`src/rtl/mpu_rx_pack.sv`:
```
`default_nettype none
// ============================================================================
// Module      : mpu_rx_pack
// Description : Packs the bytes of one MPU-6050 burst read, MSB first, into
//               16-bit raw two's-complement words. Each word is written to
//               the measurement RAM address reserved for it. Completion,
//               mis-sized transfers and bus stalls are reported to the
//               controller.
// Ports       : CLK/RST_n            clock, asynchronous active-low reset
//               I_START/I_KIND       begin a transfer of the given kind
//               I_BYTE_VLD/I_BYTE    received byte strobe and data
//               I_ABORT              controller abort (NACK / bus error)
//               O_WE/O_ADDR/O_DATA   RAM write port (single-cycle strobe)
//               O_BUSY               transfer in progress
//               O_DONE               pulse after the last word is written
//               O_ERR                pulse on illegal kind, timeout or abort
// Revision    : 1.0 - initial release
// ============================================================================
module mpu_rx_pack #(
    parameter int DATA_I2C_SZ = 8,
    parameter int DATA_OPM_SZ = 16,
    parameter int ADDR_OPM_SZ = 4,
    parameter int TIMEOUT     = 2048
) (
    input  logic                   CLK,
    input  logic                   RST_n,
    input  logic                   I_START,
    input  logic [2:0]             I_KIND,
    input  logic                   I_BYTE_VLD,
    input  logic [DATA_I2C_SZ-1:0] I_BYTE,
    input  logic                   I_ABORT,
    output logic                   O_WE,
    output logic [ADDR_OPM_SZ-1:0] O_ADDR,
    output logic [DATA_OPM_SZ-1:0] O_DATA,
    output logic                   O_BUSY,
    output logic                   O_DONE,
    output logic                   O_ERR
);

    localparam int              c_TMO_W    = $clog2(TIMEOUT + 1);
    localparam logic [c_TMO_W-1:0] c_TMO_LAST = c_TMO_W'(TIMEOUT - 1);

    typedef enum logic [1:0] {
        S_IDLE = 2'd0,
        S_HI   = 2'd1,
        S_LO   = 2'd2,
        S_LAST = 2'd3
    } state_t;

    state_t                 r_state, w_state_nx;
    logic                   r_who, w_who;
    logic [ADDR_OPM_SZ-1:0] r_base, w_base;
    logic [1:0]             r_nwords, w_nwords;
    logic [1:0]             r_idx, w_idx;
    logic [DATA_I2C_SZ-1:0] r_msb, w_msb;
    logic [c_TMO_W-1:0]     r_tmo, w_tmo;
    logic                   r_we, w_we;
    logic [ADDR_OPM_SZ-1:0] r_addr, w_addr;
    logic [DATA_OPM_SZ-1:0] r_data, w_data;
    logic                   r_done, w_done;
    logic                   r_err, w_err;

    // Kind decode: legality, base address, word count, single-byte flag
    logic                   w_kind_ok;
    logic [ADDR_OPM_SZ-1:0] w_kind_base;
    logic [1:0]             w_kind_n;
    logic                   w_kind_who;
    logic                   w_tmo_hit;
    logic [1:0]             w_idx_inc;

    always_comb begin
        w_kind_ok   = 1'b1;
        w_kind_base = '0;
        w_kind_n    = 2'd1;
        w_kind_who  = 1'b0;
        case (I_KIND)
            3'd0: begin w_kind_base = ADDR_OPM_SZ'(1); w_kind_n = 2'd3; end
            3'd1: begin w_kind_base = ADDR_OPM_SZ'(0); w_kind_n = 2'd1; end
            3'd2: begin w_kind_base = ADDR_OPM_SZ'(4); w_kind_n = 2'd3; end
            3'd3: begin w_kind_base = ADDR_OPM_SZ'(7); w_kind_n = 2'd1; end
            3'd4: begin
                w_kind_base = ADDR_OPM_SZ'(8);
                w_kind_n    = 2'd1;
                w_kind_who  = 1'b1;
            end
            default: w_kind_ok = 1'b0;
        endcase
    end

    // The stall counter saturates at the last legal value; reaching it with
    // no byte arriving is the timeout.
    assign w_tmo_hit = (r_tmo == c_TMO_LAST);
    assign w_idx_inc = r_idx + 2'd1;

    always_comb begin
        w_state_nx = r_state;
        w_who      = r_who;
        w_base     = r_base;
        w_nwords   = r_nwords;
        w_idx      = r_idx;
        w_msb      = r_msb;
        w_tmo      = r_tmo;
        w_we       = 1'b0;
        w_addr     = r_addr;
        w_data     = r_data;
        w_done     = 1'b0;
        w_err      = 1'b0;

        case (r_state)
            S_IDLE: begin
                // Bytes arriving here (including alongside I_START) are dropped
                if (I_START) begin
                    if (w_kind_ok) begin
                        w_who      = w_kind_who;
                        w_base     = w_kind_base;
                        w_nwords   = w_kind_n;
                        w_idx      = 2'd0;
                        w_tmo      = '0;
                        w_state_nx = w_kind_who ? S_LO : S_HI;
                    end else begin
                        w_err = 1'b1;
                    end
                end
            end

            S_HI: begin
                if (I_ABORT || w_tmo_hit) begin
                    w_err      = 1'b1;
                    w_msb      = '0;
                    w_state_nx = S_IDLE;
                end else if (I_BYTE_VLD) begin
                    w_msb      = I_BYTE;
                    w_tmo      = '0;
                    w_state_nx = S_LO;
                end else begin
                    w_tmo = r_tmo + c_TMO_W'(1);
                end
            end

            S_LO: begin
                if (I_ABORT || w_tmo_hit) begin
                    // A pending MSB is discarded, nothing is written
                    w_err      = 1'b1;
                    w_msb      = '0;
                    w_state_nx = S_IDLE;
                end else if (I_BYTE_VLD) begin
                    w_we   = 1'b1;
                    w_addr = r_base + ADDR_OPM_SZ'(r_idx);
                    w_data = r_who ? DATA_OPM_SZ'(I_BYTE)
                                   : DATA_OPM_SZ'({r_msb, I_BYTE});
                    w_idx  = w_idx_inc;
                    w_tmo  = '0;
                    w_state_nx = (w_idx_inc < r_nwords) ? S_HI : S_LAST;
                end else begin
                    w_tmo = r_tmo + c_TMO_W'(1);
                end
            end

            S_LAST: begin
                // Write strobe is on the bus this cycle; DONE follows it
                if (I_ABORT) begin
                    w_err = 1'b1;
                end else begin
                    w_done = 1'b1;
                end
                w_state_nx = S_IDLE;
            end

            default: w_state_nx = S_IDLE;
        endcase
    end

    always_ff @(posedge CLK or negedge RST_n) begin
        if (!RST_n) begin
            r_state  <= S_IDLE;
            r_who    <= 1'b0;
            r_base   <= '0;
            r_nwords <= 2'd0;
            r_idx    <= 2'd0;
            r_msb    <= '0;
            r_tmo    <= '0;
            r_we     <= 1'b0;
            r_addr   <= '0;
            r_data   <= '0;
            r_done   <= 1'b0;
            r_err    <= 1'b0;
        end else begin
            r_state  <= w_state_nx;
            r_who    <= w_who;
            r_base   <= w_base;
            r_nwords <= w_nwords;
            r_idx    <= w_idx;
            r_msb    <= w_msb;
            r_tmo    <= w_tmo;
            r_we     <= w_we;
            r_addr   <= w_addr;
            r_data   <= w_data;
            r_done   <= w_done;
            r_err    <= w_err;
        end
    end

    assign O_WE   = r_we;
    assign O_ADDR = r_addr;
    assign O_DATA = r_data;
    // BUSY falls in the same cycle DONE rises, as state returns to IDLE
    assign O_BUSY = (r_state != S_IDLE);
    assign O_DONE = r_done;
    assign O_ERR  = r_err;

endmodule
`default_nettype wire

```
`config.mk`:
```
export PLATFORM = sky130hd
export DESIGN_NAME = mpu_rx_pack
export DESIGN_NICKNAME = d
export VERILOG_FILES = /design/src/rtl/mpu_rx_pack.sv
export SDC_FILE = /design/constraint.sdc
export NUM_CORES = 1
export LEC_CHECK = 0
export CORE_AREA = 4 4 91 136
export CTS_CLUSTER_DIAMETER = 150
export DETAILED_ROUTE_END_ITERATION = 8
export DIE_AREA = 0 0 95 140
export SLEW_MARGIN = 20
export SYNTH_ARGS = -nofsm -noshare
export SYNTH_HDL_FRONTEND = slang
export SYNTH_SLANG_ARGS = --single-unit
```
`constraint.sdc`:
```
create_clock -name CLK -period 4.7 [get_ports CLK]
set_input_delay 0.94 -clock CLK [delete_from_list [all_inputs] [get_ports CLK]]
set_output_delay 0.94 -clock CLK [all_outputs]
set_load 0.005 [all_outputs]
```
==> results of run 1 <==
[final timing paths]
| kind | end | slack, ns | from | cells after the start |
|---|---|---|---|---|
| max reg2reg | O_ADDR[2] | 1.80 | r_tmo[0] | 5 |
| max | O_ADDR[2] | 1.68 | I_ABORT | 4 |
| min in group asynchronous | r_tmo[1] | 0.77 | RST_n | 2 |
| min | r_nwords[0] | 0.48 | r_nwords[0] | 1 |
| min reg2reg | r_nwords[0] | 0.48 | r_nwords[0] | 1 |
| max in group asynchronous | r_msb[3] | 3.48 | RST_n | 2 |
[layout make-up]
cell class	instances	area (um2)	share of cell area, %
Clock buffer	5	125	3.68
Clock inverter	3	26.3	0.773
Inverter	12	45.0	1.32
Multi-Input combinational cell	171	1290	37.9
Sequential cell	53	1330	39.0
Tap cell	150	188	5.52
Timing Repair Buffer	41	400	11.8
[cells by family after synthesis]
group	after synthesis	synth area share, %
xor gates and xnor gates	3	0.955
muxes	22	8.86
adders and majority gates	10	4.82
and+or+nand+nor	70	13.7
buffers and inverters	29	5.00
AOI/OAI and AO/OA	66	18.5
DFF	53	48.2
[stage by stage]
step | cell area, um2 | cells | utilization [%] | setup slack (ns) | hold WS, ns
4_1_cts | 3400 | 435 | 30.1 | 1.62 | 0.480
3_3_place_gp | 3250 | 427 | 28.8 | 1.36 | 0.466
5_1_grt | 3400 | 435 | 30.1 | 1.51 | 0.510
6_report | 3400 | 435 | 30.1 | 1.68 | 0.483
3_5_place_dp | 3250 | 427 | 28.8 | 1.31 | 0.464
2_1_floorplan | 2750 | 253 | - | 2.28 | 0.435
[worst max-delay path: cells and delay by family]
family	cells	cell delay, ns
multiplexers	1	0.56
AND/OR/NAND/NOR	1	0.77
buffers and inverters	1	0.51
AO/OA/AOI/OAI	1	0.40
[power by group through the flow]
| stage | Clock, mW | Sequential (mW) | Combinational, mW |
|---|---|---|---|
| 2_1_floorplan | 0 | 0.716 | 0.438 |
| 3_3_place_gp | 0 | 0.742 | 0.731 |
| 3_5_place_dp | 0 | 0.746 | 0.755 |
| 4_1_cts | 0.390 | 0.736 | 0.758 |
| 5_1_grt | 0.409 | 0.760 | 0.831 |
| 6_report | 0.376 | 0.733 | 0.741 |
[flip-flops by register name (all words and copies together), names as in the netlist, 2 cells and up]
signal / cells
O_ADDR: 4
O_DATA: 16
r_base: 3
r_idx: 2
r_msb: 8
r_nwords: 2
r_state: 2
r_tmo: 12
[metal layers]
metal	up-vias	GRT usage, %	wire (um)
met1	1008	11.5	2510
met2	36	16.7	3190
met3	6	1.83	239
met4	0	2.97	78
met5	-	0	0
li1	992	-	-
[synthesized netlist by cell type (all sizes together), types with 2 or more instances]
cell type	number	area share, %
inv	12	1.6
and4	2	0.73
o41ai	5	2.1
a41oi	4	1.5
a21oi	3	0.55
nand3	8	1.5
a22oi	3	0.82
mux2i	3	1.1
dfrtp	53	48
a22o	7	2.2
xnor2	2	0.64
clkbuf	8	1.1
mux2	19	7.8
nand2	15	2.0
o21ai	7	1.3
a21o	4	1.1
ha	9	4.1
nor2b	15	3.4
a31oi	8	1.8
o211ai	2	0.55
nor2	11	1.5
nand2b	4	0.91
o31ai	17	4.6
and3	5	1.1
and2	2	0.45
buf	9	2.3
nand4	4	0.91
==> flow_metrics.py, run 1 <==
metrics = {
    "status": {
        "run_status": "complete, no violations",
    },
    "finish": {
        "fillerInstances": 1223,
        "syn2layout_area_growth_pct": 23.5,
        "fin_nets": 310,
        "layout_common_cells": "sky130_fd_sc_hd__dfrtp_1 (53), sky130_fd_sc_hd__clkdlybuf4s50_1 (38), sky130_fd_sc_hd__mux2_2 (19), sky130_fd_sc_hd__o31ai_1 (17)",
        "layout.cells.most_common": "sky130_fd_sc_hd__dfrtp_1",
        "layout-drive-gt1-share_pct": 12.6,
        "diodes": 0,
    },
    "route": {
        "drt-vias-per-instance": 4.69,
        "post_drt_wl_per_cell_um": 13.8,
        "detailroute.via_count": 2042,
        "detailedRoute.firstIterationViolations": 123,
        "wl_um": 6020,
        "route.detailed.drc": 0,
        "antenna_left": 0,
        "detail_route.first_pass.iterations": 4,
    },
    "grt": {
        "grt_usage_pct": 9.52,
        "grt_overflow": 0,
        "first_global_vias": 2064,
        "antenna_found_initial": 0,
        "maximum_number_of_pins_on_one_net_before_global_route_repair": 54,
        "wire_length_of_the_first_global_routing_pass_um": 10300,
    },
    "worst_setup_path": {
        "critical_path_peak_fanout": 21,
        "cp-start-kind": "input pin",
        "critical_path.cell_chain": "clkdlybuf4s50_1 -> a41oi_2 -> nand3_1 -> mux2_2",
        "timing.critical_path.slowest_cell_delay_ns": 0.77,
        "required_time_of_the_critical_path_ns": 4.87,
        "master_of_the_slowest_instance_on_the_critical_path": "sky130_fd_sc_hd__nand3_1",
        "end_kind": "flop",
        "critPathKind": "input pin to flop",
        "endpoint_arrival_time_on_the_critical_path_ns": 3.19,
    },
    "logic_synthesis": {
        "async_set_or_reset_flop_fraction_in_the_synthesized_netlist_pct": 100,
        "yosys.cell_types.count": 44,
        "postSynth.topFlopCell": "sky130_fd_sc_hd__dfrtp_1",
        "post_synth.cell_area_avg_um2": 10.9,
        "mappedNetlistArea_mm2": 0.00275,
        "synthesis.instances": 253,
        "ys_seq_area_share_pct": 48.2,
        "synth_nets": 279,
        "post_synth_edffs": 0,
        "postSynthRegisterBits": 53,
        "synth-warning-count": 0,
    },
    "place": {
        "finalWeightedCongestion": 0.731,
        "dp.final_hpwl_um": 4400,
        "port-buffer-count": 39,
    },
    "timing": {
        "fmax_ghz": 0.331,
        "final_setup_violation_count": 0,
        "rsz0062_at_grt": "no",
        "worst_slew_pin_tran_ns": 0.987,
        "skew_ns": 0.0114,
        "relSlewSlack_pct": 34.0,
        "minimum_period_implied_by_the_final_worst_setup_slack_ns": 3.02,
        "report.final.slew_viol_count": 0,
        "timing.final.hold_violations": 0,
        "fin_crit_sh_pct": 64.3,
        "fin_tns_setup_ns": 0,
    },
    "pwr": {
        "power_switching_mw": 0.626,
        "leakagePower_nw": 1.51,
        "worst_ir_drop_vdd_mv": 0.304,
        "p_comb_share_pct": 40.0,
        "p_per_area_mw_per_mm2": 544,
        "clockPowerShare_pct": 20.3,
        "sw_frac_of_total_pct": 33.8,
        "cell_internal_pwr_mw": 1.22,
        "p_total_mw": 1.85,
        "share_seq_of_total_power_pct": 39.6,
    },
    "min_path": {
        "hold_class": "flop to flop",
    },
    "clocking": {
        "clk_transition_reported_paths_ns": 0.07,
        "post_cts_resize_count": 0,
        "h-tree-depth": 2,
        "clock_latency_ns": 0.29,
        "cts-root-to-sink-buffers": 2,
        "clock_sink_count": 53,
        "numCtsBuffers": 5,
        "root_buffer": "sky130_fd_sc_hd__clkbuf_16",
        "cts-hold-fix-buffers": 0,
        "tritoncts": "done",
        "cts.repair_timing.setup_buffer_count": 0,
    },
    "floorplan": {
        "initial_utilization_pct": 24.4,
        "die_x_um": 95,
        "floorplan.rows": 48,
        "std_cell_core_area_mm2": 0.0113,
        "die_height_um": 140,
        "floorplan.die_area_mm2": 0.0133,
        "design.portCount": 40,
    },
    "flow_run": {
        "cap_viol_max_count": 0,
    },
}
(Power assumes the default switching activity.)
==> inputs of run 2 (changes only) <==
==> constraint.sdc (replaced) <==
create_clock -name CLK -period 3.1 [get_ports CLK]
set_input_delay 0.62 -clock CLK [delete_from_list [all_inputs] [get_ports CLK]]
set_output_delay 0.62 -clock CLK [all_outputs]
set_load 0.005 [all_outputs]
==> run 2 against run 1 <==
Flip-flop and latch count unchanged; setup slack got worse by 0.92 ns; largest power group unchanged; count of clock-buffer cells in the layout did not move; clock power increased by 49%; sequential share of layout area decreased by 0.29 points; first-iteration DRC count up 13%; highest routed layer unchanged; non-clock buffer count up 4; final cell count grew 0.92%; critical path depth increased by 2; die area stayed put.
==> flow_metrics.py, run 2 (synthesized netlist as in run 1, its figures left out) <==
metrics = {
    "timing": {
        "relSlewSlack_pct": 69.6,
        "report.final.slew_viol_count": 0,
        "timing.final.hold_violations": 0,
        "skew_ns": 0.00667,
        "fmax_ghz": 0.427,
        "hold_ws_ns": 0.256,
        "final_setup_violation_count": 0,
        "worst_slew_pin_tran_ns": 0.452,
        "rsz0062_at_grt": "no",
        "minimum_period_implied_by_the_final_worst_setup_slack_ns": 2.34,
        "fin_crit_sh_pct": 75.6,
        "fin_tns_setup_ns": 0,
    },
    "route": {
        "route.detailed.drc": 0,
        "post_drt_wl_per_cell_um": 13.9,
        "wl_um": 6120,
        "detailedRoute.firstIterationViolations": 139,
        "detail_route.first_pass.iterations": 4,
        "detailroute.via_count": 2071,
        "antenna_left": 0,
        "drt-vias-per-instance": 4.72,
    },
    "worst_setup_path": {
        "reg2reg_to": "O_ADDR[2]",
        "required_time_of_the_critical_path_ns": 3.28,
        "critical_register_to_register_path_startpoint": "r_tmo[0]",
        "end_kind": "flop",
        "cp-start-kind": "flop",
        "r2r_cells": 6,
        "critical_path_peak_fanout": 21,
        "critPathKind": "flop to flop",
        "endpoint_arrival_time_on_the_critical_path_ns": 2.52,
        "regToRegSetupSlack_ns": 0.76,
    },
    "finish": {
        "largest_reg_flops": 16,
        "diodes": 0,
        "layout.cells.non_filler": 439,
        "layout-drive-gt1-share_pct": 13.8,
        "syn2layout_area_growth_pct": 24.4,
        "layout.cells.most_common": "sky130_fd_sc_hd__dfrtp_1",
        "fin_nets": 314,
        "layout_common_cells": "sky130_fd_sc_hd__dfrtp_1 (53), sky130_fd_sc_hd__clkdlybuf4s50_1 (38), sky130_fd_sc_hd__mux2_2 (19), sky130_fd_sc_hd__o31ai_1 (17)",
    },
    "min_path": {
        "hold_class": "input pin to async pin",
    },
    "floorplan": {
        "die_height_um": 140,
        "initial_utilization_pct": 24.4,
        "floorplan.rows": 48,
        "design.portCount": 40,
        "die_x_um": 95,
        "std_cell_core_area_mm2": 0.0113,
        "floorplan.die_area_mm2": 0.0133,
    },
    "place": {
        "finalWeightedCongestion": 0.797,
        "port-buffer-count": 39,
        "placedCellCount": 431,
        "dp.final_hpwl_um": 4580,
    },
    "grt": {
        "global_route.peak_usage_layer": "met2",
        "first_global_vias": 2023,
        "wire_length_of_the_first_global_routing_pass_um": 10000,
        "gr_util_met3_pct": 2.69,
        "grt.met2_usage_pct": 16.6,
        "grt_overflow": 0,
        "maximum_number_of_pins_on_one_net_before_global_route_repair": 23,
        "antenna_found_initial": 0,
        "grtUsageMet1_pct": 10.6,
        "grt_usage_pct": 9.55,
    },
    "flow_run": {
        "cap_viol_max_count": 0,
    },
    "clocking": {
        "h-tree-depth": 2,
        "post_cts_resize_count": 0,
        "clock_latency_ns": 0.30,
        "clk_transition_reported_paths_ns": 0.07,
        "tritoncts": "done",
        "root_buffer": "sky130_fd_sc_hd__clkbuf_16",
        "cts-hold-fix-buffers": 0,
        "cts.repair_timing.setup_buffer_count": 0,
        "numCtsBuffers": 5,
        "clock_sink_count": 53,
        "cts-root-to-sink-buffers": 2,
    },
    "pwr": {
        "p_per_area_mw_per_mm2": 820,
        "leakagePower_nw": 1.53,
        "worst_ir_drop_vdd_mv": 0.275,
    },
    "status": {
        "run_status": "complete, no violations",
    },
}
[run 2: cell count changes in the layout (fill, tap and decap cells not counted), sizes merged]
cell and delta:
clkinvlp -1, clkinv +1, buf +4
[run 2: metrics by stage]
stage	power (mW)	worst slack (ns)	area, um2	util (%)
2_1_floorplan	1.75	0.996	2750	-
6_report	2.81	0.758	3420	30.3
5_1_grt	3.02	0.578	3420	30.3
3_5_place_dp	2.28	0.510	3280	29.0
4_1_cts	2.85	0.743	3420	30.3
3_3_place_gp	2.25	0.557	3280	29.0
[run 2: how the worst max path moves through the flow]
stage,from,to,slack [ns],depth (start not counted)
6_report,r_tmo[0],O_ADDR[2],0.76,6
5_1_grt,r_tmo[0],O_DATA[13],0.58,6
4_1_cts,r_tmo[0],O_DATA[15],0.74,6
3_5_place_dp,I_KIND[0],r_tmo[11],0.51,5
3_3_place_gp,I_KIND[0],r_tmo[11],0.56,5
2_1_floorplan,r_state[0],r_tmo[11],1.0,8
[run 2: per-layer routing]
metal  part of all wire, %  vias to the layer above  routed length, um
met5                     0                        -                  0
met4                   3.1                        0                192
met3                   5.6                       12                341
met2                    52                       53               3160
met1                    40                     1012               2430
li1                      -                      994                  -
[run 2: area by class of cell]
| class | instances | area, um2 |
|---|---|---|
| well taps | 150 | 188 |
| inverters | 12 | 45.0 |
| multi-input cells | 171 | 1290 |
| clock buffers | 5 | 125 |
| flip-flops and latches | 53 | 1330 |
| fillers | 1205 | 7870 |
| repair buffers | 45 | 430 |
| clock inverters | 3 | 21.3 |
[run 2: power breakdown]
part           leakage [nW]  internal, mW  switching (mW)  total, mW
registers             0.694         0.935           0.178       1.11
logic                 0.767         0.630           0.503       1.13
clock network        0.0702         0.301           0.260      0.561
[run 2: critical path: stages, from the launching register on]
cell and delay [ns]:
sky130_fd_sc_hd__dfrtp_1 0.45, sky130_fd_sc_hd__ha_1 0.23, sky130_fd_sc_hd__and3_1 0.37, sky130_fd_sc_hd__a41oi_2 0.31
sky130_fd_sc_hd__nand3_1 0.16, sky130_fd_sc_hd__buf_4 0.31, sky130_fd_sc_hd__mux2_2 0.37
==> inputs of run 3 (changes only) <==
==> constraint.sdc (replaced) <==
create_clock -name CLK -period 2.1 [get_ports CLK]
set_input_delay 0.42 -clock CLK [delete_from_list [all_inputs] [get_ports CLK]]
set_output_delay 0.42 -clock CLK [all_outputs]
set_load 0.005 [all_outputs]
==> run 3 against run 2 <==
Sequential power grew 46%; cell area up 5.2%; via count rose by 1.7%; global-route usage increased by 0.68 points; critical path depth did not move; count of clock-buffer cells in the layout stayed put; setup slack worse by 0.63 ns; die area unchanged; combinational power up 62%; critical endpoint is now r_tmo[11]; highest routed layer unchanged.
==> flow_metrics.py, run 3 (synthesized netlist as in run 1, its figures left out) <==
metrics = {
    "finish": {
        "largest_reg_flops": 16,
        "syn2layout_area_growth_pct": 30.9,
        "fin_nets": 331,
        "layout.cells.most_common": "sky130_fd_sc_hd__dfrtp_1",
        "diodes": 0,
        "layout-drive-gt1-share_pct": 19.3,
        "layout_common_cells": "sky130_fd_sc_hd__dfrtp_1 (53), sky130_fd_sc_hd__clkdlybuf4s50_1 (38), sky130_fd_sc_hd__buf_4 (22), sky130_fd_sc_hd__mux2_2 (19), sky130_fd_sc_hd__o31ai_1 (17)",
    },
    "clocking": {
        "cts-root-to-sink-buffers": 2,
        "cts-hold-fix-buffers": 0,
        "root_buffer": "sky130_fd_sc_hd__clkbuf_16",
        "clock_latency_ns": 0.29,
        "cts.repair_timing.setup_buffer_count": 0,
        "h-tree-depth": 2,
        "numCtsBuffers": 5,
        "clock_sink_count": 53,
        "post_cts_resize_count": 0,
        "clk_transition_reported_paths_ns": 0.07,
        "tritoncts": "done",
    },
    "worst_setup_path": {
        "required_time_of_the_critical_path_ns": 2.29,
        "critPathKind": "flop to flop",
        "cp_endpoint": "r_tmo[11]",
        "reg2reg_to": "r_tmo[11]",
        "cp-start-kind": "flop",
        "endpoint_arrival_time_on_the_critical_path_ns": 2.16,
        "r2r_cells": 6,
        "critical_path_peak_fanout": 7,
        "startpoint": "r_state[0]",
        "regToRegSetupSlack_ns": 0.13,
        "end_kind": "flop",
        "critical_register_to_register_path_startpoint": "r_state[0]",
    },
    "timing": {
        "fin_crit_sh_pct": 93.7,
        "fin_tns_setup_ns": 0,
        "worst_slew_pin_tran_ns": 0.376,
        "minimum_period_implied_by_the_final_worst_setup_slack_ns": 1.97,
        "rsz0062_at_grt": "no",
        "relSlewSlack_pct": 74.9,
        "fmax_ghz": 0.508,
        "skew_ns": 0.00238,
        "timing.final.hold_violations": 0,
        "report.final.slew_viol_count": 0,
        "timing.final.ws_setup_ns": 0.132,
        "final_setup_violation_count": 0,
    },
    "place": {
        "finalWeightedCongestion": 0.843,
        "dp.final_hpwl_um": 4750,
        "pre_cts_slack_ns": -0.0537,
        "port-buffer-count": 39,
    },
    "flow_run": {
        "cap_viol_max_count": 0,
    },
    "pwr": {
        "p_per_area_mw_per_mm2": 1210,
        "leakagePower_nw": 1.64,
        "p_total_mw": 4.35,
        "worst_ir_drop_vdd_mv": 0.355,
    },
    "grt": {
        "maximum_number_of_pins_on_one_net_before_global_route_repair": 24,
        "grt_overflow": 0,
        "antenna_found_initial": 0,
        "first_global_vias": 2201,
        "wire_length_of_the_first_global_routing_pass_um": 10900,
        "grt_usage_pct": 10.2,
    },
    "floorplan": {
        "die_height_um": 140,
        "design.portCount": 40,
        "die_x_um": 95,
        "std_cell_core_area_mm2": 0.0113,
        "floorplan.rows": 48,
        "initial_utilization_pct": 24.4,
        "floorplan.die_area_mm2": 0.0133,
    },
    "route": {
        "antenna_left": 0,
        "detail_route.first_pass.iterations": 4,
        "detailedRoute.firstIterationViolations": 91,
        "route.detailed.drc": 0,
        "wl_um": 6240,
        "detailroute.via_count": 2107,
        "post_drt_wl_per_cell_um": 13.7,
        "drt-vias-per-instance": 4.63,
    },
    "status": {
        "run_status": "complete, no violations",
    },
    "min_path": {
        "hold_class": "input pin to async pin",
    },
}
## run 3: cell types whose count changed in the layout (fill, tap and decap cells not counted), sizes merged
cell      delta
buf         +17
bufinv       +1
clkinvlp     -1
inv          -1
## run 3: worst max-delay path, cell delays in order (launching register included)
cell and delay, ns:
sky130_fd_sc_hd__dfrtp_1 0.41, sky130_fd_sc_hd__inv_1 0.14, sky130_fd_sc_hd__ha_4 0.24, sky130_fd_sc_hd__and3b_1 0.17, sky130_fd_sc_hd__and4_4 0.19, sky130_fd_sc_hd__or3_4 0.42, sky130_fd_sc_hd__o41ai_2 0.31
## run 3: area by class of cell
class                      instances  area (um2)
timing repair buffer              62         571
inverter                          12        45.0
fill                            1200        7690
multi-input combinational        171        1310
sequential                        53        1330
clock inverter                     2        35.0
tap                              150         188
clock buffer                       5         125
## run 3: stage by stage
step | instance area (um2) | hold slack [ns] | cells | util [%]
2_1_floorplan | 2770 | 0.124 | 253 | -
3_3_place_gp | 3430 | 0.357 | 448 | 30.4
3_5_place_dp | 3430 | 0.356 | 448 | 30.4
4_1_cts | 3590 | 0.0454 | 455 | 31.8
5_1_grt | 3600 | 0.0553 | 455 | 31.9
6_report | 3600 | 0.0334 | 455 | 31.9
## run 3: per-layer routing
metal | vias to the layer above | global-route usage, % | part of all wire, %
li1 | 1026 | - | -
met1 | 1036 | 11.6 | 40
met2 | 38 | 18.6 | 54
met3 | 7 | 2.20 | 4.3
met4 | 0 | 3.42 | 1.6
met5 | - | 0 | 0
## run 3: worst min path at each step
stage / endpoint / slack, ns / cells past startpoint
2_1_floorplan: O_ADDR[0] / 0.12 / 0
3_3_place_gp: O_WE / 0.36 / 1
3_5_place_dp: O_WE / 0.36 / 1
4_1_cts: O_WE / 0.05 / 1
5_1_grt: O_DATA[13] / 0.06 / 1
6_report: O_WE / 0.03 / 1
## run 3: power breakdown
part	switching [mW]	total (mW)	internal (mW)
registers	0.238	1.62	1.38
logic	0.793	1.83	1.03
clock network	0.354	0.908	0.554
